## src/rtl/turbosim_pkg.sv

```systemverilog
`default_nettype none
// +------------------------------------------------------------------+
// | turbosim_pkg: record field layout, net value codes, drain states  |
// | Revision: 1.0                                                     |
// +------------------------------------------------------------------+
package turbosim_pkg;

  localparam int REC_VAL_MSB  = 31;
  localparam int REC_VAL_LSB  = 30;
  localparam int REC_IDX_MSB  = 29;
  localparam int REC_IDX_LSB  = 16;
  localparam int REC_TIME_MSB = 15;
  localparam int REC_TIME_LSB = 0;

  localparam logic [1:0] VAL_0 = 2'b00;
  localparam logic [1:0] VAL_1 = 2'b01;
  localparam logic [1:0] VAL_X = 2'b10;
  localparam logic [1:0] VAL_Z = 2'b11;

  typedef enum logic [1:0] {
    ST_INIT  = 2'd0,
    ST_IDLE  = 2'd1,
    ST_DRAIN = 2'd2,
    ST_FLUSH = 2'd3
  } drain_state_t;

endpackage
`default_nettype wire

```

## src/rtl/drain_shadow_ram.sv

```systemverilog
`default_nettype none
// +------------------------------------------------------------------+
// | drain_shadow_ram: 1W1R synchronous RAM with write-through read    |
// | Revision: 1.0                                                     |
// +------------------------------------------------------------------+
module drain_shadow_ram #(
  parameter int DEPTH  = 512,
  parameter int ADDR_W = $clog2(DEPTH),
  parameter int DATA_W = 2
) (
  input  logic              clk,
  input  logic              rst_n,
  input  logic              we,
  input  logic [ADDR_W-1:0] waddr,
  input  logic [DATA_W-1:0] wdata,
  input  logic              re,
  input  logic [ADDR_W-1:0] raddr,
  output logic [DATA_W-1:0] rdata
);

  logic [DATA_W-1:0] r_mem [DEPTH];

  always_ff @(posedge clk) begin
    if (we) r_mem[waddr] <= wdata;
  end

  // A same-cycle write to the read address is returned instead of the stale entry.
  always_ff @(posedge clk or negedge rst_n) begin
    if (!rst_n)  rdata <= '0;
    else if (re) rdata <= (we && (waddr == raddr)) ? wdata : r_mem[raddr];
  end

endmodule
`default_nettype wire

```

## src/rtl/turbosim_event_drain.sv

```systemverilog
`default_nettype none
// +------------------------------------------------------------------+
// | turbosim_event_drain: drains turbosim output records, keeps a     |
// | shadow of net values, counts changes and flags order/range errors.|
// | Revision: 1.0                                                     |
// +------------------------------------------------------------------+
module turbosim_event_drain
  import turbosim_pkg::*;
#(
  parameter int NET_IDX_W = 14,
  parameter int TIME_W    = 16,
  parameter int NET_DEPTH = 512,
  parameter int CNT_W     = 16,
  parameter int FLUSH_CYC = 4
) (
  input  logic                 clk,
  input  logic                 rst_n,
  input  logic                 empty,
  input  logic [31:0]          out_record,
  output logic                 rd,
  input  logic                 go,
  input  logic                 done,
  input  logic                 host_rd_en,
  input  logic [NET_IDX_W-1:0] host_rd_addr,
  output logic [1:0]           host_rd_data,
  output logic [CNT_W-1:0]     change_count,
  output logic [TIME_W-1:0]    last_time,
  output logic                 iter_done,
  output logic                 busy,
  output logic                 err_order,
  output logic                 err_range,
  output logic                 err_stray
);

  localparam int ADDR_W = $clog2(NET_DEPTH);
  localparam int RUN_W  = $clog2(FLUSH_CYC + 1);

  drain_state_t          r_state, w_next_state;
  logic [ADDR_W-1:0]     r_init_addr;
  logic                  r_go_pend;
  logic [RUN_W-1:0]      r_run;
  logic                  r_s1_valid;
  logic [1:0]            r_s1_val;
  logic [NET_IDX_W-1:0]  r_s1_idx;
  logic [TIME_W-1:0]     r_s1_time;
  logic                  r_first;
  logic [CNT_W-1:0]      r_change_count;
  logic [TIME_W-1:0]     r_last_time;
  logic                  r_iter_done, r_err_order, r_err_range, r_err_stray;
  logic                  r_rd_oor;
  logic                  w_restart, w_close, w_s1_in_range, w_host_oor;
  logic                  w_ram_we;
  logic [ADDR_W-1:0]     w_ram_waddr;
  logic [1:0]            w_ram_wdata, w_ram_rdata;

  assign w_s1_in_range = 32'(r_s1_idx) < NET_DEPTH;
  assign w_host_oor    = 32'(host_rd_addr) >= NET_DEPTH;

  always_ff @(posedge clk or negedge rst_n) begin
    if (!rst_n) r_state <= ST_INIT;
    else        r_state <= w_next_state;
  end

  always_comb begin
    w_next_state = r_state;
    rd           = 1'b0;
    busy         = 1'b1;
    w_restart    = 1'b0;
    w_close      = 1'b0;
    case (r_state)
      ST_INIT: begin
        if (r_init_addr == ADDR_W'(NET_DEPTH - 1)) w_next_state = ST_IDLE;
      end
      ST_IDLE: begin
        busy = 1'b0;
        rd   = !empty;
        if (go || r_go_pend) begin
          w_restart    = 1'b1;
          w_next_state = ST_DRAIN;
        end
      end
      ST_DRAIN: begin
        rd = !empty;
        if (go)        w_restart    = 1'b1;
        else if (done) w_next_state = ST_FLUSH;
      end
      ST_FLUSH: begin
        rd = !empty;
        if (go) begin
          w_restart    = 1'b1;
          w_next_state = ST_DRAIN;
        end else if (empty && !r_s1_valid && (r_run == RUN_W'(FLUSH_CYC - 1))) begin
          w_close      = 1'b1;
          w_next_state = ST_IDLE;
        end
      end
      default: w_next_state = ST_INIT;
    endcase
  end

  always_ff @(posedge clk or negedge rst_n) begin
    if (!rst_n) begin
      r_init_addr <= '0;
      r_go_pend   <= 1'b0;
      r_run       <= '0;
    end else begin
      if (r_state == ST_INIT) r_init_addr <= r_init_addr + ADDR_W'(1);
      if (r_state == ST_INIT && go) r_go_pend <= 1'b1;
      else if (r_state == ST_IDLE)  r_go_pend <= 1'b0;
      if (r_state != ST_FLUSH) r_run <= '0;
      else if (rd)             r_run <= '0;
      else                     r_run <= r_run + RUN_W'(1);
    end
  end

  // Stage 1 captures the consumed record; stage 2 commits it one cycle later.
  always_ff @(posedge clk or negedge rst_n) begin
    if (!rst_n) begin
      r_s1_valid     <= 1'b0;
      r_s1_val       <= '0;
      r_s1_idx       <= '0;
      r_s1_time      <= '0;
      r_first        <= 1'b1;
      r_change_count <= '0;
      r_last_time    <= '0;
      r_iter_done    <= 1'b0;
      r_err_order    <= 1'b0;
      r_err_range    <= 1'b0;
      r_err_stray    <= 1'b0;
    end else begin
      r_iter_done <= w_close;
      r_s1_valid  <= rd;
      if (rd) begin
        r_s1_val  <= out_record[REC_VAL_MSB:REC_VAL_LSB];
        r_s1_idx  <= out_record[REC_IDX_MSB:REC_IDX_LSB];
        r_s1_time <= out_record[REC_TIME_MSB:REC_TIME_LSB];
      end
      if (w_restart) begin
        r_first        <= 1'b1;
        r_change_count <= '0;
        r_last_time    <= '0;
        r_err_order    <= 1'b0;
        r_err_range    <= 1'b0;
        r_err_stray    <= 1'b0;
      end else begin
        if (r_s1_valid) begin
          r_first <= 1'b0;
          if (!w_s1_in_range) begin
            r_err_range <= 1'b1;
          end else begin
            if (r_change_count != '1) r_change_count <= r_change_count + CNT_W'(1);
            r_last_time <= r_s1_time;
          end
          if (!r_first && (r_s1_time < r_last_time)) r_err_order <= 1'b1;
        end
        if (rd && r_state == ST_IDLE) r_err_stray <= 1'b1;
      end
    end
  end

  always_ff @(posedge clk or negedge rst_n) begin
    if (!rst_n)          r_rd_oor <= 1'b0;
    else if (host_rd_en) r_rd_oor <= w_host_oor;
  end

  assign w_ram_we    = (r_state == ST_INIT) || (r_s1_valid && w_s1_in_range);
  assign w_ram_waddr = (r_state == ST_INIT) ? r_init_addr : r_s1_idx[ADDR_W-1:0];
  assign w_ram_wdata = (r_state == ST_INIT) ? VAL_X : r_s1_val;

  drain_shadow_ram #(
    .DEPTH  (NET_DEPTH),
    .ADDR_W (ADDR_W),
    .DATA_W (2)
  ) u_shadow (
    .clk   (clk),
    .rst_n (rst_n),
    .we    (w_ram_we),
    .waddr (w_ram_waddr),
    .wdata (w_ram_wdata),
    .re    (host_rd_en),
    .raddr (host_rd_addr[ADDR_W-1:0]),
    .rdata (w_ram_rdata)
  );

  assign host_rd_data = r_rd_oor ? VAL_X : w_ram_rdata;
  assign change_count = r_change_count;
  assign last_time    = r_last_time;
  assign iter_done    = r_iter_done;
  assign err_order    = r_err_order;
  assign err_range    = r_err_range;
  assign err_stray    = r_err_stray;

endmodule
`default_nettype wire

```

## config.mk

```make
export PLATFORM = sky130hd
export DESIGN_NAME = turbosim_event_drain
export DESIGN_NICKNAME = d
export VERILOG_FILES = /design/src/rtl/turbosim_pkg.sv /design/src/rtl/drain_shadow_ram.sv /design/src/rtl/turbosim_event_drain.sv
export SDC_FILE = /design/constraint.sdc
export NUM_CORES = 1
export LEC_CHECK = 0
export CAP_MARGIN = 20
export CORE_MARGIN = 5
export CORE_UTILIZATION = 56
export CTS_CLUSTER_DIAMETER = 150
export DETAILED_ROUTE_END_ITERATION = 16
export PLACE_DENSITY = 0.84
export SLEW_MARGIN = 25
export SYNTH_ARGS = -nofsm -noshare
export SYNTH_HDL_FRONTEND = slang
export SYNTH_SLANG_ARGS = --single-unit
```

## constraint.sdc

```tcl
create_clock -name clk -period 19.98 [get_ports clk]
set_input_delay 1.998 -clock clk [delete_from_list [all_inputs] [get_ports clk]]
set_output_delay 1.998 -clock clk [all_outputs]
set_load 0.03 [all_outputs]
```

== After elaboration in Yosys (flattened, before gate mapping) ==
Memory sizes are Yosys's and may differ from the RTL's. A register that Yosys moved wholly into a read port is not among the register bits.
Index checks and enable logic that the tools add are counted.
Operators by class
  equality and inequality tests: 13
  add/sub/neg operators: 3
  reduce and logical (&&, ||, !) cells: 26
  magnitude comparators: 3
  multiplexer cells: 41
Operators with widths (number)
  16-bit two-way mux: 7
  1-bit two-way mux: 21
  16-bit by 1-bit adder with 16-bit output, second input constant: 1
  16-bit < comparator: 1
  2-bit two-way mux: 8
  16-bit inequality test, second input constant: 1
  14-bit by 10-bit >= comparator with 1-bit output, second input constant: 1
  14-bit by 10-bit < comparator with 1-bit output, second input constant: 1
  2-bit inequality test, second input constant: 6
  2-bit nonzero test: 6
  9-bit by 1-bit adder with 9-bit output, second input constant: 1
  9-bit == test, second input constant: 1
  9-bit two-way mux: 1
  2-bit one-hot mux with 4 select lines: 1
  1-bit logical AND: 6
  3-bit two-way mux: 2
  2-bit AND reduction: 3
  5-bit AND reduction: 1
  2-bit == test, second input constant: 2
  1-bit zero test: 4
  3-bit by 1-bit adder with 3-bit output, second input constant: 1
  3-bit by 2-bit == test with 1-bit output, second input constant: 1
  3-bit inequality test, second input constant: 1
  3-bit AND reduction: 1
  other kinds (6): 7
Word-level totals
  register bits after elaboration: 86
  memory bits (writable): 1024
  word-level logic and storage cells: 103
  output and inout port bits: 40
  memories kept: 1
  input port bits: 52
Memories
  u_shadow.r_mem: depth 512, bits a word 2, rd ports 1, clocked after Yosys merged registers in 1, write ports 1, line drain_shadow_ram.sv:21  | logic [DATA_W-1:0] r_mem [DEPTH];

== Longest topological paths before layout ==
  depth after elaboration: 6
  mapped depth: 13
  depth with buffers taken out: 9

== Cells and area by module ==
From an unflattened synthesis, not the netlist that was laid out.
Second synthesis, totals
  cells, all modules: 2832
  area total of the unflattened synthesis: 46619.7 um^2
Modules (own cells, without submodules)
  drain_shadow_ram: area each 42524.5 um^2, cells each 2450, instances 1, sequential area each 30799.5 um^2
  turbosim_event_drain: area each 4095.2 um^2, cells each 382, instances 1, sequential area each 2153.3 um^2

== Least setup slack after synthesis ==
OpenSTA, ideal clock, no wires.
  path type: reg2reg
  from: register r_state[0]
  to: memory u_shadow.r_mem[0][1], data pin
  path slack: 10.730 ns
  setup time: 1.601 ns
  clock period less this slack: 9.250 ns
  stages on the path, launching flop included: 5
  arrival time: 7.649 ns
  path buffers: 2
  path through: dfrtp_1 or2_2 clkbuf_1 clkbuf_1 nand2b_1
Between the ends
  word-level cells in the longest chain between the ends: 2
RTL lines
  from (decl): line turbosim_event_drain.sv:38  | drain_state_t r_state, w_next_state;
  from (signal assigned): line turbosim_event_drain.sv:61  | else r_state <= w_next_state;
  2-bit zero test: line turbosim_event_drain.sv:168  | assign w_ram_wdata = (r_state == ST_INIT) ? VAL_X : r_s1_val;
  2-bit two-way mux: line turbosim_event_drain.sv:168
  via u_shadow.wdata[1]: line drain_shadow_ram.sv:15  | input logic [DATA_W-1:0] wdata,
  to (decl): line drain_shadow_ram.sv:21
The timed path passes the listed nets, and every way through them passes these cells.

== Worst setup path in the final report ==
  from: input empty
  to: output rd
Between the ends
  word-level cells in the longest chain between the ends: 2
RTL lines
  from (decl): line turbosim_event_drain.sv:18  | input logic empty,
  1-bit zero test: line turbosim_event_drain.sv:76, turbosim_event_drain.sv:83, turbosim_event_drain.sv:88
  1-bit two-way mux
  to (decl): line turbosim_event_drain.sv:20  | output logic rd,
No other way between the ends.

==> results.py <==
metrics = {
    "run": {
        "cap_violations": 0,
    },
    "logic_synthesis": {
        "synthCells": 2855,
        "ys_seq_area_share_pct": 71.0,
        "syn-num-nets": 2927,
        "synth-seq-cells": 1112,
        "yosysTopAreaCellShare_pct": 66.3,
        "synth_area_leaders": "edfxtp_1, mux4_2, dfrtp_1",
        "yosysWarnings": 0,
        "yosys.area.top_type": "edfxtp_1",
        "netlist_area_um2": 46400,
        "synth_edf_count": 1024,
        "ys_types": 71,
        "ys.flop_type": "edfxtp_1",
        "async_flop_share_pct": 7.91,
        "syn_avg_cell_area_um2": 16.3,
    },
    "floorplan": {
        "die_y_um": 298,
        "start_util_pct": 56.5,
        "dieWidth_um": 298,
        "num_io_pins": 92,
        "die_area_um2": 88700,
        "coreArea_um2": 82100,
        "rows": 105,
    },
    "clocking": {
        "cts-hold-fix-buffers": 0,
        "clock_latency_ns": 0.68,
        "cts_tree": "built",
        "numClockSinks": 1112,
        "cts_buffers": 104,
        "cts_setup_buffers": 0,
        "clock_path_buffers": 3,
        "path_clk_slew_ns": 0.06,
        "cts_resized": 0,
        "cts-root-buf": "clkbuf_16",
        "htreeDepth": 3,
    },
    "drt": {
        "vias_per_cell": 6.73,
        "drc": 0,
        "route.vias.total": 27300,
        "drt-total-wl_um": 119000,
        "routedWlPerCell_um": 29.3,
        "drt_iter0_drc": 3858,
        "ant_nets": 0,
        "drtPass1Iterations": 6,
    },
    "placement": {
        "gp_congestion": 0.864,
        "dp_hpwl_um": 67000,
        "portBuffers": 91,
    },
    "timing": {
        "setup_viol": 0,
        "tns_ns": 0,
        "finalMaxSlewViolations": 0,
        "tightest_slew_ns": 1.07,
        "fmax_ghz": 0.163,
        "maxSlewHeadroom_pct": 28.5,
        "rsz0062_at_grt": "false",
        "fin_crit_sh_pct": 30.7,
        "hold_viol": 0,
        "skew_ns": 0.0281,
        "period_minus_slack_ns": 6.13,
    },
    "global_routing": {
        "track_usage_pct": 26.2,
        "grt_pass1_wl_um": 175000,
        "antenna_found_initial": 2,
        "grt_max_degree": 272,
        "grt.overflow.total": 0,
        "grt_pass1_vias": 28000,
    },
    "final_layout": {
        "synthToLayoutAreaGrowth_pct": 10.4,
        "nets": 2977,
        "layout_commonest_cell": "edfxtp_1",
        "multiInputGateArea_um2": 12300,
        "drive_above_1_share_pct": 15.9,
        "utilization_pct": 62.4,
        "fillers": 5407,
        "layout_common_cells": "edfxtp_1, nor2_1, mux4_2",
        "num_antenna_cells": 0,
        "seqCellArea_um2": 33000,
    },
    "worst_hold_path": {
        "holdCritPathClass": "reg -> reg",
    },
    "pwr": {
        "ir_drop_v": 0.0000706,
        "powerDensity_nw_per_um2": 93.2,
        "power.leakage_nw": 16.2,
    },
    "critical_path": {
        "crit_type": "in -> out",
        "start_kind": "input port",
        "worst-endpoint-required_ns": 17.98,
        "path_max_fanout": 34,
        "endpoint_kind": "output port",
        "crit_arrival_ns": 4.13,
    },
    "status": {
        "status": "completed",
    },
}
[flip-flops by register name, summed over array words and instances (netlist names)]
signal          flops
u_shadow.r_mem   1024
r_go_pend           1
r_state             2
last_time          16
iter_done           1
r_run               3
r_s1_idx           14
r_s1_val            2
err_stray           1
u_shadow.rdata      2
err_range           1
r_init_addr         9
r_first             1
r_s1_valid          1
err_order           1
change_count       16
r_rd_oor            1
r_s1_time          16
[stage by stage]
stage | std cells | hold WS, ns | cell area (um^2) | setup slack (ns) | total power [mW]
after floorplan | 2855 | 0.410 | 46400 | 10.73 | 2.87
after global placement | 3867 | 0.420 | 48000 | 13.89 | 2.92
after detailed placement | 3868 | 0.441 | 48000 | 13.86 | 2.93
after CTS | 4054 | 0.449 | 51200 | 13.83 | 4.77
after global routing | 4055 | 0.494 | 51200 | 13.74 | 4.90
final | 4055 | 0.456 | 51200 | 13.85 | 4.77
[layout make-up]
class	count	share of cell area, %
Sequential cell	1112	64.3
Multi-Input combinational cell	1517	24.1
Clock buffer	139	5.48
Timing Repair Buffer	140	2.62
Tap cell	1070	2.61
Clock inverter	47	0.662
Inverter	30	0.234
[Yosys cell counts, types with 7 or more instances]
library cell,number
o211ai_1,7
mux4_1,11
o22ai_1,25
nand4_1,14
mux2_2,35
clkbuf_1,124
ha_1,20
buf_2,22
inv_1,29
xnor2_1,13
nand3b_1,11
buf_6,13
nand2_1,164
o21ai_0,16
a211oi_1,14
mux4_2,211
nand2b_1,7
buf_12,7
mux2i_1,108
a21o_1,7
nor2_1,572
edfxtp_1,1024
buf_1,11
nor2b_1,8
a31oi_1,12
a22oi_1,41
xor2_1,16
buf_8,7
dfrtp_1,87
and3_1,8
nand3_1,33
buf_4,12
a21oi_1,48
o221ai_1,18
nor3_1,14
[metal layers]
layer	track usage (%)	vias to the layer above	wire length [um]
li1	-	11100	-
met1	32.8	13700	39200
met2	43.4	2044	58500
met3	6.68	476	14200
met4	12.3	4	6780
met5	0.812	-	123
[worst max-delay path, cell delays in order]
cell and delay (ns):
clkdlybuf4s50_1 0.50, nor2_4 0.79, clkdlybuf4s50_1 0.84
[path summary, 6_finish.rpt]
path                                           from                               end  depth (start not counted)  slack (ns)
min                              r_run[0]$_DFF_PN0_                r_run[0]$_DFF_PN0_                          1        0.46
min reg2reg                      r_run[0]$_DFF_PN0_                r_run[0]$_DFF_PN0_                          1        0.46
min in group asynchronous                     rst_n           r_s1_idx[9]$_DFFE_PN0P_                          1        1.40
max in group asynchronous                     rst_n          last_time[0]$_DFFE_PN0P_                          1       18.02
max                                           empty                                rd                          3       13.85
max reg2reg                r_s1_idx[12]$_DFFE_PN0P_  u_shadow.r_mem[146][1]$_DFFE_PP_                          6       15.92
[cell families after synthesis]
kind of cell / after synthesis / synth area share, %
flops: 1112 / 71.0
buf+inv: 226 / 2.61
xor+xnor: 29 / 0.547
compound gates: 236 / 3.55
fa+ha+maj: 20 / 0.539
mux: 365 / 14.0
simple gates: 867 / 7.72
[power by group]
group          switching (mW)  leakage, nW  internal, mW  total, mW
Clock                   0.847         1.54          1.03       1.88
Sequential             0.0122         10.3          2.59       2.60
Combinational           0.196         4.30        0.0953      0.292
Total                    1.06         16.2          3.72       4.77
(Power assumes the default switching activity.)
